[src/rtl/uart_rx_ext.sv]
// uart_rx_ext: oversampling UART receiver with majority-vote bits, parity/stop checks and a held output word
module uart_rx_ext #(
  parameter int CLK_FREQ   = 125000000,
  parameter int BAUD_RATE  = 115200,
  parameter int OVERSAMPLE = 16,
  parameter int DATA_BITS  = 8,
  parameter int PARITY     = 0,
  parameter int STOP_BITS  = 1
) (
  input  logic                 clk,
  input  logic                 reset,
  input  logic                 rx,
  output logic [DATA_BITS-1:0] rx_data,
  output logic                 rx_valid,
  input  logic                 rx_ready,
  output logic                 parity_err,
  output logic                 frame_err,
  output logic                 overrun
);
  localparam int DIV = CLK_FREQ / (BAUD_RATE * OVERSAMPLE) - 1;
  localparam int CW = $clog2(DIV) + 1;
  localparam int SW = $clog2(OVERSAMPLE);
  localparam int M = OVERSAMPLE / 2;
  localparam int BW = $clog2(DATA_BITS) + 1;
  localparam logic ODD = (PARITY == 1);
  typedef enum logic [2:0] {S_IDLE, S_START, S_DATA, S_PAR, S_STOP} state_t;
  state_t r_state, w_next;
  logic [1:0] r_sync;
  logic r_rx_d, r_s1, r_s2, r_perr, r_ferr;
  logic [CW-1:0] r_cnt;
  logic [SW-1:0] r_samp;
  logic [BW-1:0] r_bit;
  logic [DATA_BITS-1:0] r_shift;
  logic w_rx_s, w_tick, w_dec, w_maj, w_last_data, w_last_stop, w_done, w_par_bad;
  assign w_rx_s = r_sync[1];
  assign w_tick = (r_state != S_IDLE) && (r_cnt == CW'(DIV));
  assign w_dec = w_tick && (r_samp == SW'(M + 1));
  assign w_maj = (r_s1 & r_s2) | (r_s1 & w_rx_s) | (r_s2 & w_rx_s);
  assign w_last_data = r_bit == BW'(DATA_BITS - 1);
  assign w_last_stop = r_bit == BW'(STOP_BITS - 1);
  assign w_done = (r_state == S_STOP) && w_dec && w_last_stop;
  assign w_par_bad = ^r_shift ^ w_maj ^ ODD;
  always_ff @(posedge clk or posedge reset)
    if (reset) r_state <= S_IDLE;
    else r_state <= w_next;
  always_comb begin
    w_next = r_state;
    case (r_state)
      S_IDLE:  w_next = (r_rx_d && !w_rx_s) ? S_START : S_IDLE;
      S_START: w_next = w_dec ? (w_maj ? S_IDLE : S_DATA) : S_START;
      S_DATA:  w_next = (w_dec && w_last_data) ? ((PARITY != 0) ? S_PAR : S_STOP) : S_DATA;
      S_PAR:   w_next = w_dec ? S_STOP : S_PAR;
      S_STOP:  w_next = w_done ? S_IDLE : S_STOP;
      default: w_next = S_IDLE;
    endcase
  end
  always_ff @(posedge clk or posedge reset) begin
    if (reset) begin
      r_sync <= 2'b11;
      r_rx_d <= 1'b1;
      r_cnt <= '0;
      r_samp <= '0;
      r_bit <= '0;
      r_shift <= '0;
      r_s1 <= 1'b0;
      r_s2 <= 1'b0;
      r_perr <= 1'b0;
      r_ferr <= 1'b0;
    end else begin
      r_sync <= {r_sync[0], rx};
      r_rx_d <= w_rx_s;
      r_cnt <= (r_state == S_IDLE || w_tick) ? '0 : r_cnt + CW'(1);
      r_samp <= (r_state == S_IDLE) ? '0 : w_tick ? r_samp + SW'(1) : r_samp;
      if (w_tick && r_samp == SW'(M - 1)) r_s1 <= w_rx_s;
      if (w_tick && r_samp == SW'(M)) r_s2 <= w_rx_s;
      if (r_state == S_IDLE) r_bit <= '0;
      else if (w_dec && (r_state == S_DATA || r_state == S_STOP))
        r_bit <= (r_state == S_DATA && w_last_data) ? '0 : r_bit + BW'(1);
      if (w_dec && r_state == S_DATA) r_shift <= {w_maj, r_shift[DATA_BITS-1:1]};
      if (r_state == S_IDLE) r_perr <= 1'b0;
      else if (w_dec && r_state == S_PAR && w_par_bad) r_perr <= 1'b1;
      if (r_state == S_IDLE) r_ferr <= 1'b0;
      else if (w_dec && r_state == S_STOP && !w_maj) r_ferr <= 1'b1;
    end
  end
  always_ff @(posedge clk or posedge reset) begin
    if (reset) begin
      rx_data <= '0;
      rx_valid <= 1'b0;
      parity_err <= 1'b0;
      frame_err <= 1'b0;
      overrun <= 1'b0;
    end else begin
      overrun <= w_done && rx_valid && !rx_ready;
      if (w_done && (!rx_valid || rx_ready)) begin
        rx_data <= r_shift;
        parity_err <= r_perr;
        frame_err <= r_ferr | ~w_maj;
        rx_valid <= 1'b1;
      end else if (rx_valid && rx_ready) begin
        rx_valid <= 1'b0;
        parity_err <= 1'b0;
        frame_err <= 1'b0;
      end
    end
  end
endmodule

[config.mk]
export PLATFORM = sky130hd
export DESIGN_NAME = uart_rx_ext
export DESIGN_NICKNAME = d
export VERILOG_FILES = /design/src/rtl/uart_rx_ext.sv
export SDC_FILE = /design/constraint.sdc
export NUM_CORES = 1
export LEC_CHECK = 0
export ABC_CLOCK_PERIOD_IN_PS = 1800
export BUFFER_PORTS_ARGS = -buffer_cell sky130_fd_sc_hd__buf_2
export CORE_MARGIN = 4
export CORE_UTILIZATION = 35
export CTS_BUF_LIST = sky130_fd_sc_hd__clkbuf_4 sky130_fd_sc_hd__clkbuf_8
export DETAILED_ROUTE_END_ITERATION = 7
export PLACE_DENSITY = 0.49
export SLEW_MARGIN = 20
export SYNTH_ARGS = -nofsm -noshare
export SYNTH_HDL_FRONTEND = slang
export SYNTH_SLANG_ARGS = --single-unit
[constraint.sdc]
create_clock -name clk -period 1.8 [get_ports clk]
set_input_delay 0.27 -clock clk [delete_from_list [all_inputs] [get_ports clk]]
set_output_delay 0.27 -clock clk [all_outputs]
set_load 0.02 [all_outputs]
# Word level (Yosys, flattened, before mapping)
# Index checks and enable logic that the tools add are counted.
# word_totals
reg_bits	46
output_inout_bits	12
# op_classes
addsub	3
eq_ne	9
n_mux	21
bitwise_logic	8
n_reduce_logical	34
# op_table
op	count
two-way mux 4 bit	5
logical AND 1 bit	18
case mux 3 bit (5 select lines)	1
nonzero test 2 bit	5
two-way mux 1 bit	9
two-way mux 3 bit	3
adder 4 x 1 -> 4 bit (second input constant)	2
adder 8 x 1 -> 8 bit (second input constant)	1
equality test 4 x 3 -> 1 bit (second input constant)	2
equality test 4 bit (second input constant)	2
equality test 8 x 7 -> 1 bit (second input constant)	1
two-way mux 8 bit	1
XOR reduction 8 bit	1
equality test 3 x 2 -> 1 bit (second input constant)	2
logical NOT 1 bit	4
logical NOT 4 bit	1
two-way mux 2 bit	2
AND 1 bit	3
equality test 3 x 1 -> 1 bit (second input constant)	1
equality test 3 bit (second input constant)	1
logical NOT 3 bit	1
logical OR 1 bit	3
bitwise OR 1 bit	3
nonzero test 3 bit	1
2 further kinds	2

# Longest topological paths before layout
# Gate-level depths: netlist of run 1.
# logic_depth
ltp_word	7
ltp_mapped	7

# Worst setup path before layout of run 1
# No wires, ideal clock.
# synth_path
kind	reg-to-reg
from	register r_cnt[0]
to	register rx_data[0]
setup_ns	0.125
arrival_time_ns	1.683
required_ns	1.675
setup_slack_ns	-0.008
path_stages_with_launch	7
n_path_buf	0
path_cell_list	dfrtp_1 inv_1 ha_1 and4bb_2 nand3_4 nor3_4 mux2_2
# synth_via
elab_chain_cells	6
# synth_rtl
element	line	text
start, declared	30	logic [CW-1:0] r_cnt;
start signal, assigned	72	r_cnt <= (r_state == S_IDLE || w_tick) ? '0 : r_cnt + CW'(1);
equality test 8 x 7 -> 1 bit	36	assign w_tick = (r_state != S_IDLE) && (r_cnt == CW'(DIV));
logical AND 1 bit	36	
logical AND 1 bit	37	assign w_dec = w_tick && (r_samp == SW'(M + 1));
logical AND 1 bit (2 in a row)	41	assign w_done = (r_state == S_STOP) && w_dec && w_last_stop;
logical AND 1 bit	95	if (w_done && (!rx_valid || rx_ready)) begin
end signal, assigned	96	rx_data <= r_shift;
end, declared	13	output logic [DATA_BITS-1:0] rx_data,
# No other way between the ends.
# A chain may end at the register's enable or synchronous reset.

# Worst setup path after layout of run 1
# Ends and elaborated chain as after synthesis.

==> report_table.html, run 1 <==
<table>
<tr><th>Metric</th><th>Value</th></tr>
<tr><th colspan="2">STA</th></tr>
<tr><td>Max frequency</td><td>0.579 GHz</td></tr>
<tr><td>Worst clock skew</td><td>around 0.0074 ns</td></tr>
<tr><td>Post-route fraction of the period consumed by the critical path</td><td>96.0%</td></tr>
<tr><td>Worst Tran Pin Value</td><td>0.720 ns</td></tr>
<tr><td>Final setup fails</td><td>0</td></tr>
<tr><td>Number of pins with negative max-slew slack in the final report</td><td>0</td></tr>
<tr><td>Post-layout min period</td><td>1.73 ns</td></tr>
<tr><td>Worst max-slew margin expressed relative to the limit</td><td>51.7%</td></tr>
<tr><td>RSZ-0062 raised after global routing</td><td>true</td></tr>
<tr><td>Final hold violations</td><td>17</td></tr>
<tr><td>Worst hold slack</td><td>-0.0150 ns</td></tr>
<tr><th colspan="2">CTS</th></tr>
<tr><td>Sink count of the clock tree</td><td>46</td></tr>
<tr><td>Total clock buffers created by CTS</td><td>5</td></tr>
<tr><td>TritonCTS clock tree</td><td>done</td></tr>
<tr><td>CTS H-tree lvls</td><td>2</td></tr>
<tr><td>Clock transition at the register clock pins on the worst setup and hold paths after CTS</td><td>0.09 ns</td></tr>
<tr><td>Clock root cell</td><td>sky130_fd_sc_hd__clkbuf_8</td></tr>
<tr><td>Clock latency of the later-clocked register in the worst-skew pair</td><td>0.30 ns</td></tr>
<tr><td>Maximum root-to-sink buffer count</td><td>2</td></tr>
<tr><th colspan="2">Critical path</th></tr>
<tr><td>Endpoint kind of the worst setup timing path</td><td>flop</td></tr>
<tr><td>Required time worst endpoint</td><td>1.99 ns</td></tr>
<tr><td>Worst EP arrival</td><td>1.91 ns</td></tr>
<tr><td>Critical path's largest stage delay</td><td>between 0.3 and 0.4 ns</td></tr>
<tr><td>Crit start category</td><td>flop</td></tr>
<tr><td>Cells along the critical path</td><td>inv_1 -&gt; ha_1 -&gt; and4bb_2 -&gt; nand3_4 -&gt; nor3_4 -&gt; buf_12 -&gt; mux2_4</td></tr>
<tr><td>Cell with the largest stage delay on the worst path</td><td>sky130_fd_sc_hd__dfrtp_1</td></tr>
<tr><td>Highest net fanout along the worst path</td><td>8</td></tr>
<tr><td>Category of the most critical setup path</td><td>flop to flop</td></tr>
<tr><td>Worst Reg-to-Reg Cells</td><td>7</td></tr>
<tr><th colspan="2">Drt</th></tr>
<tr><td>Avg WL per Cell</td><td>13.8 µm</td></tr>
<tr><td>Total wire length</td><td>4.06 mm</td></tr>
<tr><td>Post-route DRC violation count</td><td>0</td></tr>
<tr><td>Vias per Instance</td><td>4.88</td></tr>
<tr><td>Drt initial violations</td><td>47</td></tr>
<tr><td>Number of iterations in the first detailed-routing pass</td><td>6</td></tr>
<tr><td>Count of antenna-violating nets left after detailed routing</td><td>0</td></tr>
<tr><td>Vias</td><td>1439</td></tr>
<tr><th colspan="2">Die</th></tr>
<tr><td>Placeable core region</td><td>0.00596 mm²</td></tr>
<tr><td>Starting density of the core</td><td>36.3%</td></tr>
<tr><td>I/O pin total</td><td>16</td></tr>
<tr><td>Count of standard-cell rows</td><td>28</td></tr>
<tr><td>Floorplan die area</td><td>around 0.0075 mm²</td></tr>
<tr><td>Die Ht</td><td>between 80 and 90 µm</td></tr>
<tr><td>Die outline width</td><td>86.6 µm</td></tr>
<tr><th colspan="2">Status</th></tr>
<tr><td>Status</td><td>finished with violations</td></tr>
<tr><td>Violated checks</td><td>negative hold slack</td></tr>
<tr><th colspan="2">Min path</th></tr>
<tr><td>Path type of the worst min-delay path</td><td>primary input to asynchronous set/reset pin</td></tr>
<tr><th colspan="2">Global route</th></tr>
<tr><td>GR Util met2</td><td>17.7%</td></tr>
<tr><td>First-pass GRT wire length</td><td>between 7 and 8 mm</td></tr>
<tr><td>Global-route usage over all layers</td><td>between 10 and 15%</td></tr>
<tr><td>Layer with the highest usage</td><td>met2</td></tr>
<tr><td>Number of antenna violations at the first check in global routing</td><td>0</td></tr>
<tr><td>Met1 track demand over resource</td><td>17.4%</td></tr>
<tr><td>Number of global-route vias before repair</td><td>1529</td></tr>
<tr><td>Maximum number of pins on one net before global-route repair</td><td>23</td></tr>
<tr><td>Total grt overflow</td><td>0</td></tr>
<tr><td>Met3 Track Usage GR</td><td>between 3 and 4%</td></tr>
<tr><th colspan="2">Placed design</th></tr>
<tr><td>Detailed placement HPWL</td><td>about 3.0 mm</td></tr>
<tr><td>I/O Buffers</td><td>15</td></tr>
<tr><td>Last weighted congestion value of the routability-driven placer</td><td>0.834</td></tr>
<tr><td>Placed standard-cell area</td><td>0.00245 mm²</td></tr>
<tr><th colspan="2">Logic synthesis</th></tr>
<tr><td>Nets in the synthesized netlist</td><td>192</td></tr>
<tr><td>Top_reg_cell synth</td><td>sky130_fd_sc_hd__dfrtp_1</td></tr>
<tr><td>Sequential area share after synthesis</td><td>53.4%</td></tr>
<tr><td>Number of enable-type register cells in the synthesized netlist</td><td>0</td></tr>
<tr><td>Post-synthesis instance area</td><td>0.00216 mm²</td></tr>
<tr><td>Number of distinct library cell variants in the gate-level netlist after synthesis</td><td>43</td></tr>
<tr><td>Synth Register Bits</td><td>46</td></tr>
<tr><td>Ys async rst share</td><td>100%</td></tr>
<tr><td>Cells after Synth</td><td>181</td></tr>
<tr><td>Syn Area/Cell</td><td>11.9 µm²</td></tr>
<tr><td>Number of synthesis warnings</td><td>0</td></tr>
<tr><th colspan="2">Run</th></tr>
<tr><td>Max Cap Viol</td><td>0</td></tr>
<tr><th colspan="2">Final layout</th></tr>
<tr><td>Signed area change from the synthesized netlist to the final layout</td><td>20.9%</td></tr>
<tr><td>Final Cell Area</td><td>approximately 0.0026 mm²</td></tr>
<tr><td>N_diodes</td><td>0</td></tr>
<tr><td>Net count reported at finish</td><td>230</td></tr>
<tr><td>Share of layout cells above drive strength 1</td><td>35.5%</td></tr>
<tr><td>Most common library cell in the layout ignoring fill and taps</td><td>sky130_fd_sc_hd__dfrtp_1</td></tr>
<tr><td>Most frequent cells in the layout</td><td>sky130_fd_sc_hd__dfrtp_1, sky130_fd_sc_hd__nor2_1, sky130_fd_sc_hd__buf_2, sky130_fd_sc_hd__buf_4, sky130_fd_sc_hd__nand2_1</td></tr>
<tr><th colspan="2">Pwr</th></tr>
<tr><td>Static leakage power</td><td>1.24 nW</td></tr>
<tr><td>Power Dens Cells</td><td>870 mW/mm²</td></tr>
<tr><td>Max IR drop VDD</td><td>367 µV</td></tr>
<tr><td>Power after layout</td><td>2.28 mW</td></tr>
</table>
-- logic make-up (layout without fill, tap and decap cells) --
| family | after synthesis | after routing | synth area share, % |
|---|---|---|---|
| DFF | 46 | 46 | 53.4 |
| adders and majority gates | 8 | 8 | 4.51 |
| xor gates and xnor gates | 17 | 17 | 6.89 |
| buffers and inverters | 9 | 48 | 1.56 |
| muxes | 20 | 20 | 10.3 |
| and+or+nand+nor | 63 | 63 | 17.7 |
| AOI/OAI and AO/OA | 18 | 18 | 5.61 |
-- worst max-delay path: cells and delay by family, from the launching register on --
| family | cells | cell delay [ns] |
|---|---|---|
| buffers and inverters | 2 | 0.22 |
| multiplexers | 1 | 0.30 |
| flip-flops | 1 | 0.39 |
| adder cells (fa/ha/maj) | 1 | 0.13 |
| AND/OR/NAND/NOR | 3 | 0.57 |
-- report_power, final --
| group | switching, mW | leakage [nW] | internal (mW) |
|---|---|---|---|
| Sequential | 0.0724 | 0.608 | 1.12 |
| Combinational | 0.219 | 0.577 | 0.183 |
| Clock | 0.352 | 0.0523 | 0.333 |
-- cells in the mapped netlist (3+ instances only) --
cell	n	share of area, %
sky130_fd_sc_hd__nand2_1	12	2.1
sky130_fd_sc_hd__inv_1	8	1.4
sky130_fd_sc_hd__dfrtp_1	43	50
sky130_fd_sc_hd__dfstp_2	3	3.6
sky130_fd_sc_hd__nor2_1	18	3.1
sky130_fd_sc_hd__xor2_1	7	2.8
sky130_fd_sc_hd__nand3_1	6	1.4
sky130_fd_sc_hd__mux2_2	18	9.4
sky130_fd_sc_hd__ha_1	7	4.1
sky130_fd_sc_hd__xnor2_1	10	4.1
sky130_fd_sc_hd__o21ai_0	7	1.6
sky130_fd_sc_hd__nand2b_1	3	0.87
-- state kept, by name (all words and copies together) (netlist names) --
signal      count
frame_err       1
r_shift         8
r_samp          4
r_s1            1
r_s2            1
r_ferr          1
overrun         1
rx_data         8
r_state         3
r_cnt           8
r_sync          2
r_bit           4
r_perr          1
rx_valid        1
parity_err      1
r_rx_d          1
-- routing by layer --
| layer | vias up | routed length, µm |
|---|---|---|
| met5 | - | 0 |
| met4 | 0 | 40 |
| met3 | 4 | 117 |
| met2 | 21 | 1830 |
| met1 | 712 | 2070 |
| li1 | 702 | - |
-- stage by stage --
stage	instances	setup TNS (ns)	setup WS (ns)	utilization [%]
after floorplan	181	0	0.0116	-
after detailed placement	285	0	0.00925	41.2
final	295	0	0.0722	43.9
after CTS	293	0	0.0103	42.8
after global placement	285	0	0.0339	41.2
after global routing	295	-0.374	-0.0814	43.9
-- area by class of cell --
| class | instances | area [µm²] |
|---|---|---|
| clock inverter | 1 | 8.76 |
| fill | 561 | 3340 |
| clock buffer | 7 | 90.1 |
| sequential | 46 | 1150 |
| tap | 75 | 93.8 |
| inverter | 8 | 30.0 |
| multi-input combinational | 126 | 1020 |
| timing repair buffer | 32 | 219 |
-- worst paths after layout --
check                                          from                endpoint  slack [ns]
worst max-delay path             r_cnt[0]$_DFF_PP0_  rx_data[0]$_DFFE_PP0P_        0.07
worst min-delay path                          reset  rx_data[6]$_DFFE_PP0P_       -0.02
worst max register to register   r_cnt[0]$_DFF_PP0_  rx_data[0]$_DFFE_PP0P_        0.07
worst min register to register  r_sync[0]$_DFF_PP1_     r_sync[1]$_DFF_PP1_        0.36
max in group asynchronous                     reset   frame_err$_DFFE_PP0P_        1.20
min in group clk                                 rx     r_sync[0]$_DFF_PP1_        0.06
-- what timing repair did --
item | CTS | global route
gates resized for setup | 0 | 15
hold endpoints to repair | 0 | 0
buffers inserted | 0 | 2
hold buffers | 0 | 0
pin swaps | 2 | 2
setup endpoints to repair | 6 | 22
No activity file was read; power rests on OpenSTA's default activity.
==> inputs of run 2 (changes only) <==
CORE_UTILIZATION = 56   (was 35)
PLACE_DENSITY = 0.74   (was 0.49)
==> run 2 against run 1 <==
Effect of this change: the run ends with negative setup slack left; core utilization rose by 24 points; maximum frequency fell by 6.1%; worst setup slack worse by 0.11 ns; clock power is 9.8% lower; non-clock buffer count is 7 lower; worst hold slack better by 0.084 ns; global-route usage up 5.5 points; critical endpoint is now rx_data[5]$_DFFE_PP0P_; largest cell class unchanged.
==> report_table.html, run 2 (synthesis results as in run 1) <==
<table>
<tr><th>Metric</th><th>Value</th></tr>
<tr><th colspan="2">Status</th></tr>
<tr><td>Status</td><td>finished with violations</td></tr>
<tr><td>Violated checks</td><td>negative setup slack</td></tr>
<tr><th colspan="2">Die</th></tr>
<tr><td>Placeable core region</td><td>0.00369 mm²</td></tr>
<tr><td>Starting density of the core</td><td>58.6%</td></tr>
<tr><td>Floorplan die area</td><td>0.00492 mm²</td></tr>
<tr><td>Die Ht</td><td>70.1 µm</td></tr>
<tr><td>I/O pin total</td><td>16</td></tr>
<tr><td>Die outline width</td><td>around 70 µm</td></tr>
<tr><td>Count of standard-cell rows</td><td>22</td></tr>
<tr><th colspan="2">Run</th></tr>
<tr><td>Max Cap Viol</td><td>0</td></tr>
<tr><th colspan="2">Drt</th></tr>
<tr><td>Number of iterations in the first detailed-routing pass</td><td>5</td></tr>
<tr><td>Post-route DRC violation count</td><td>0</td></tr>
<tr><td>Avg WL per Cell</td><td>roughly 15 µm</td></tr>
<tr><td>Total wire length</td><td>3.91 mm</td></tr>
<tr><td>Vias</td><td>1423</td></tr>
<tr><td>Count of antenna-violating nets left after detailed routing</td><td>0</td></tr>
<tr><td>Drt initial violations</td><td>92</td></tr>
<tr><td>Vias per Instance</td><td>5.45</td></tr>
<tr><th colspan="2">Final layout</th></tr>
<tr><td>Final Cell Area</td><td>0.00252 mm²</td></tr>
<tr><td>Top flop regs</td><td>r_cnt (8), r_shift (8), rx_data (8)</td></tr>
<tr><td>Most frequent cells in the layout</td><td>sky130_fd_sc_hd__dfrtp_1, sky130_fd_sc_hd__nor2_1, sky130_fd_sc_hd__buf_2</td></tr>
<tr><td>Share of layout cells above drive strength 1</td><td>33.8%</td></tr>
<tr><td>Net count reported at finish</td><td>223</td></tr>
<tr><td>Signed area change from the synthesized netlist to the final layout</td><td>16.4%</td></tr>
<tr><td>N_diodes</td><td>0</td></tr>
<tr><td>Most common library cell in the layout ignoring fill and taps</td><td>sky130_fd_sc_hd__dfrtp_1</td></tr>
<tr><td>Number of fill cells in the layout</td><td>~280</td></tr>
<tr><th colspan="2">STA</th></tr>
<tr><td>Number of pins with negative max-slew slack in the final report</td><td>0</td></tr>
<tr><td>Worst max-slew margin expressed relative to the limit</td><td>62.4%</td></tr>
<tr><td>Worst Tran Pin Value</td><td>0.564 ns</td></tr>
<tr><td>Post-layout min period</td><td>1.84 ns</td></tr>
<tr><td>Minimum setup slack in the final design</td><td>-0.0405 ns</td></tr>
<tr><td>Max frequency</td><td>about 0.54 GHz</td></tr>
<tr><td>RSZ-0062 raised after global routing</td><td>true</td></tr>
<tr><td>Final setup fails</td><td>8</td></tr>
<tr><td>Post-route fraction of the period consumed by the critical path</td><td>102%</td></tr>
<tr><td>Final hold violations</td><td>0</td></tr>
<tr><td>Worst clock skew</td><td>0.00816 ns</td></tr>
<tr><th colspan="2">CTS</th></tr>
<tr><td># hold bufs at CTS</td><td>0</td></tr>
<tr><td>CTS H-tree lvls</td><td>2</td></tr>
<tr><td>TritonCTS clock tree</td><td>done</td></tr>
<tr><td>Clock latency of the later-clocked register in the worst-skew pair</td><td>approximately 0.30 ns</td></tr>
<tr><td>Maximum root-to-sink buffer count</td><td>2</td></tr>
<tr><td>Clock root cell</td><td>sky130_fd_sc_hd__clkbuf_8</td></tr>
<tr><td>Sink count of the clock tree</td><td>46</td></tr>
<tr><td>Total clock buffers created by CTS</td><td>5</td></tr>
<tr><td>Clock transition at the register clock pins on the worst setup and hold paths after CTS</td><td>0.08 ns</td></tr>
<tr><th colspan="2">Critical path</th></tr>
<tr><td>Crit start category</td><td>flop</td></tr>
<tr><td>Endpoint kind of the worst setup timing path</td><td>flop</td></tr>
<tr><td>Category of the most critical setup path</td><td>flop to flop</td></tr>
<tr><td>Highest net fanout along the worst path</td><td>8</td></tr>
<tr><td>Worst EP arrival</td><td>a little over 2 ns</td></tr>
<tr><td>Register-to-register setup slack</td><td>-0.04 ns</td></tr>
<tr><td>Required time worst endpoint</td><td>slightly below 2 ns</td></tr>
<tr><th colspan="2">Pwr</th></tr>
<tr><td>Power after layout</td><td>2.20 mW</td></tr>
<tr><td>Max IR drop VDD</td><td>roughly 750 µV</td></tr>
<tr><td>Static leakage power</td><td>1.20 nW</td></tr>
<tr><td>Power Dens Cells</td><td>875 mW/mm²</td></tr>
<tr><th colspan="2">Min path</th></tr>
<tr><td>Path type of the worst min-delay path</td><td>primary input to flop</td></tr>
<tr><th colspan="2">Global route</th></tr>
<tr><td>First-pass GRT wire length</td><td>6.92 mm</td></tr>
<tr><td>Global-route usage over all layers</td><td>17.7%</td></tr>
<tr><td>Number of antenna violations at the first check in global routing</td><td>0</td></tr>
<tr><td>Total grt overflow</td><td>0</td></tr>
<tr><td>Number of global-route vias before repair</td><td>between 1000 and 1500</td></tr>
<tr><td>Maximum number of pins on one net before global-route repair</td><td>47</td></tr>
<tr><th colspan="2">Placed design</th></tr>
<tr><td>Last weighted congestion value of the routability-driven placer</td><td>a little under 0.8</td></tr>
<tr><td>Placed standard-cell area</td><td>0.00237 mm²</td></tr>
<tr><td>Detailed placement HPWL</td><td>between 2 and 3 mm</td></tr>
<tr><td>I/O Buffers</td><td>15</td></tr>
</table>
-- run 2: layer usage --
layer	part of all wire, %	global-route usage, %
met5	0	0
met4	1.0	4.47
met3	4.1	5.18
met2	50	28.4
met1	45	23.5
-- run 2: metrics by stage --
step	setup WS (ns)	utilization [%]	std cells	setup TNS [ns]	hold WS (ns)
after floorplan	0.0116	-	181	0	0.274
after global placement	0.0690	64.3	252	0	0.347
after detailed placement	-0.0169	64.3	252	-0.0561	0.348
after CTS	-0.0277	66.7	260	-0.175	0.0635
after global routing	-0.118	68.2	261	-1.11	0.0586
final	-0.0405	68.2	261	-0.234	0.0691
-- run 2: worst paths after layout --
check | startpoint | end | depth (start not counted)
max | r_cnt[0]$_DFF_PP0_ | rx_data[5]$_DFFE_PP0P_ | 7
min | rx | r_sync[0]$_DFF_PP1_ | 1
max reg2reg | r_cnt[0]$_DFF_PP0_ | rx_data[5]$_DFFE_PP0P_ | 7
min reg2reg | r_sync[0]$_DFF_PP1_ | r_sync[1]$_DFF_PP1_ | 0
max in group asynchronous | reset | r_sync[0]$_DFF_PP1_ | 3
min in group asynchronous | reset | rx_data[0]$_DFFE_PP0P_ | 3
-- run 2: area by class of cell --
type,instances,area [µm²],area share (%)
inverter,8,30.0,1.19
sequential,46,1150,45.9
timing repair buffer,25,163,6.46
clock buffer,6,76.3,3.03
tap,48,60.1,2.39
clock inverter,2,10.0,0.398
multi-input combinational,126,1020,40.7
-- run 2: worst max-delay path, cell delays in order, from the launching register on --
cell	delay [ns]
sky130_fd_sc_hd__dfrtp_1	0.38
sky130_fd_sc_hd__inv_1	0.07
sky130_fd_sc_hd__ha_2	0.18
sky130_fd_sc_hd__and4bb_4	0.29
sky130_fd_sc_hd__nand3_4	0.10
sky130_fd_sc_hd__nor3_4	0.24
sky130_fd_sc_hd__buf_12	0.17
sky130_fd_sc_hd__mux2_4	0.31
-- run 2: what timing repair did --
item	in CTS	in global routing
buffers inserted	0	1
endpoints found under the setup margin	8	22
pin swaps	0	3
resized for setup	0	15
cloned	0	0
-- run 2: where the power goes --
part	internal (mW)	total, mW	switching, mW
Combinational	0.170	0.386	0.216
Sequential	1.12	1.20	0.0838
Clock	0.284	0.618	0.333
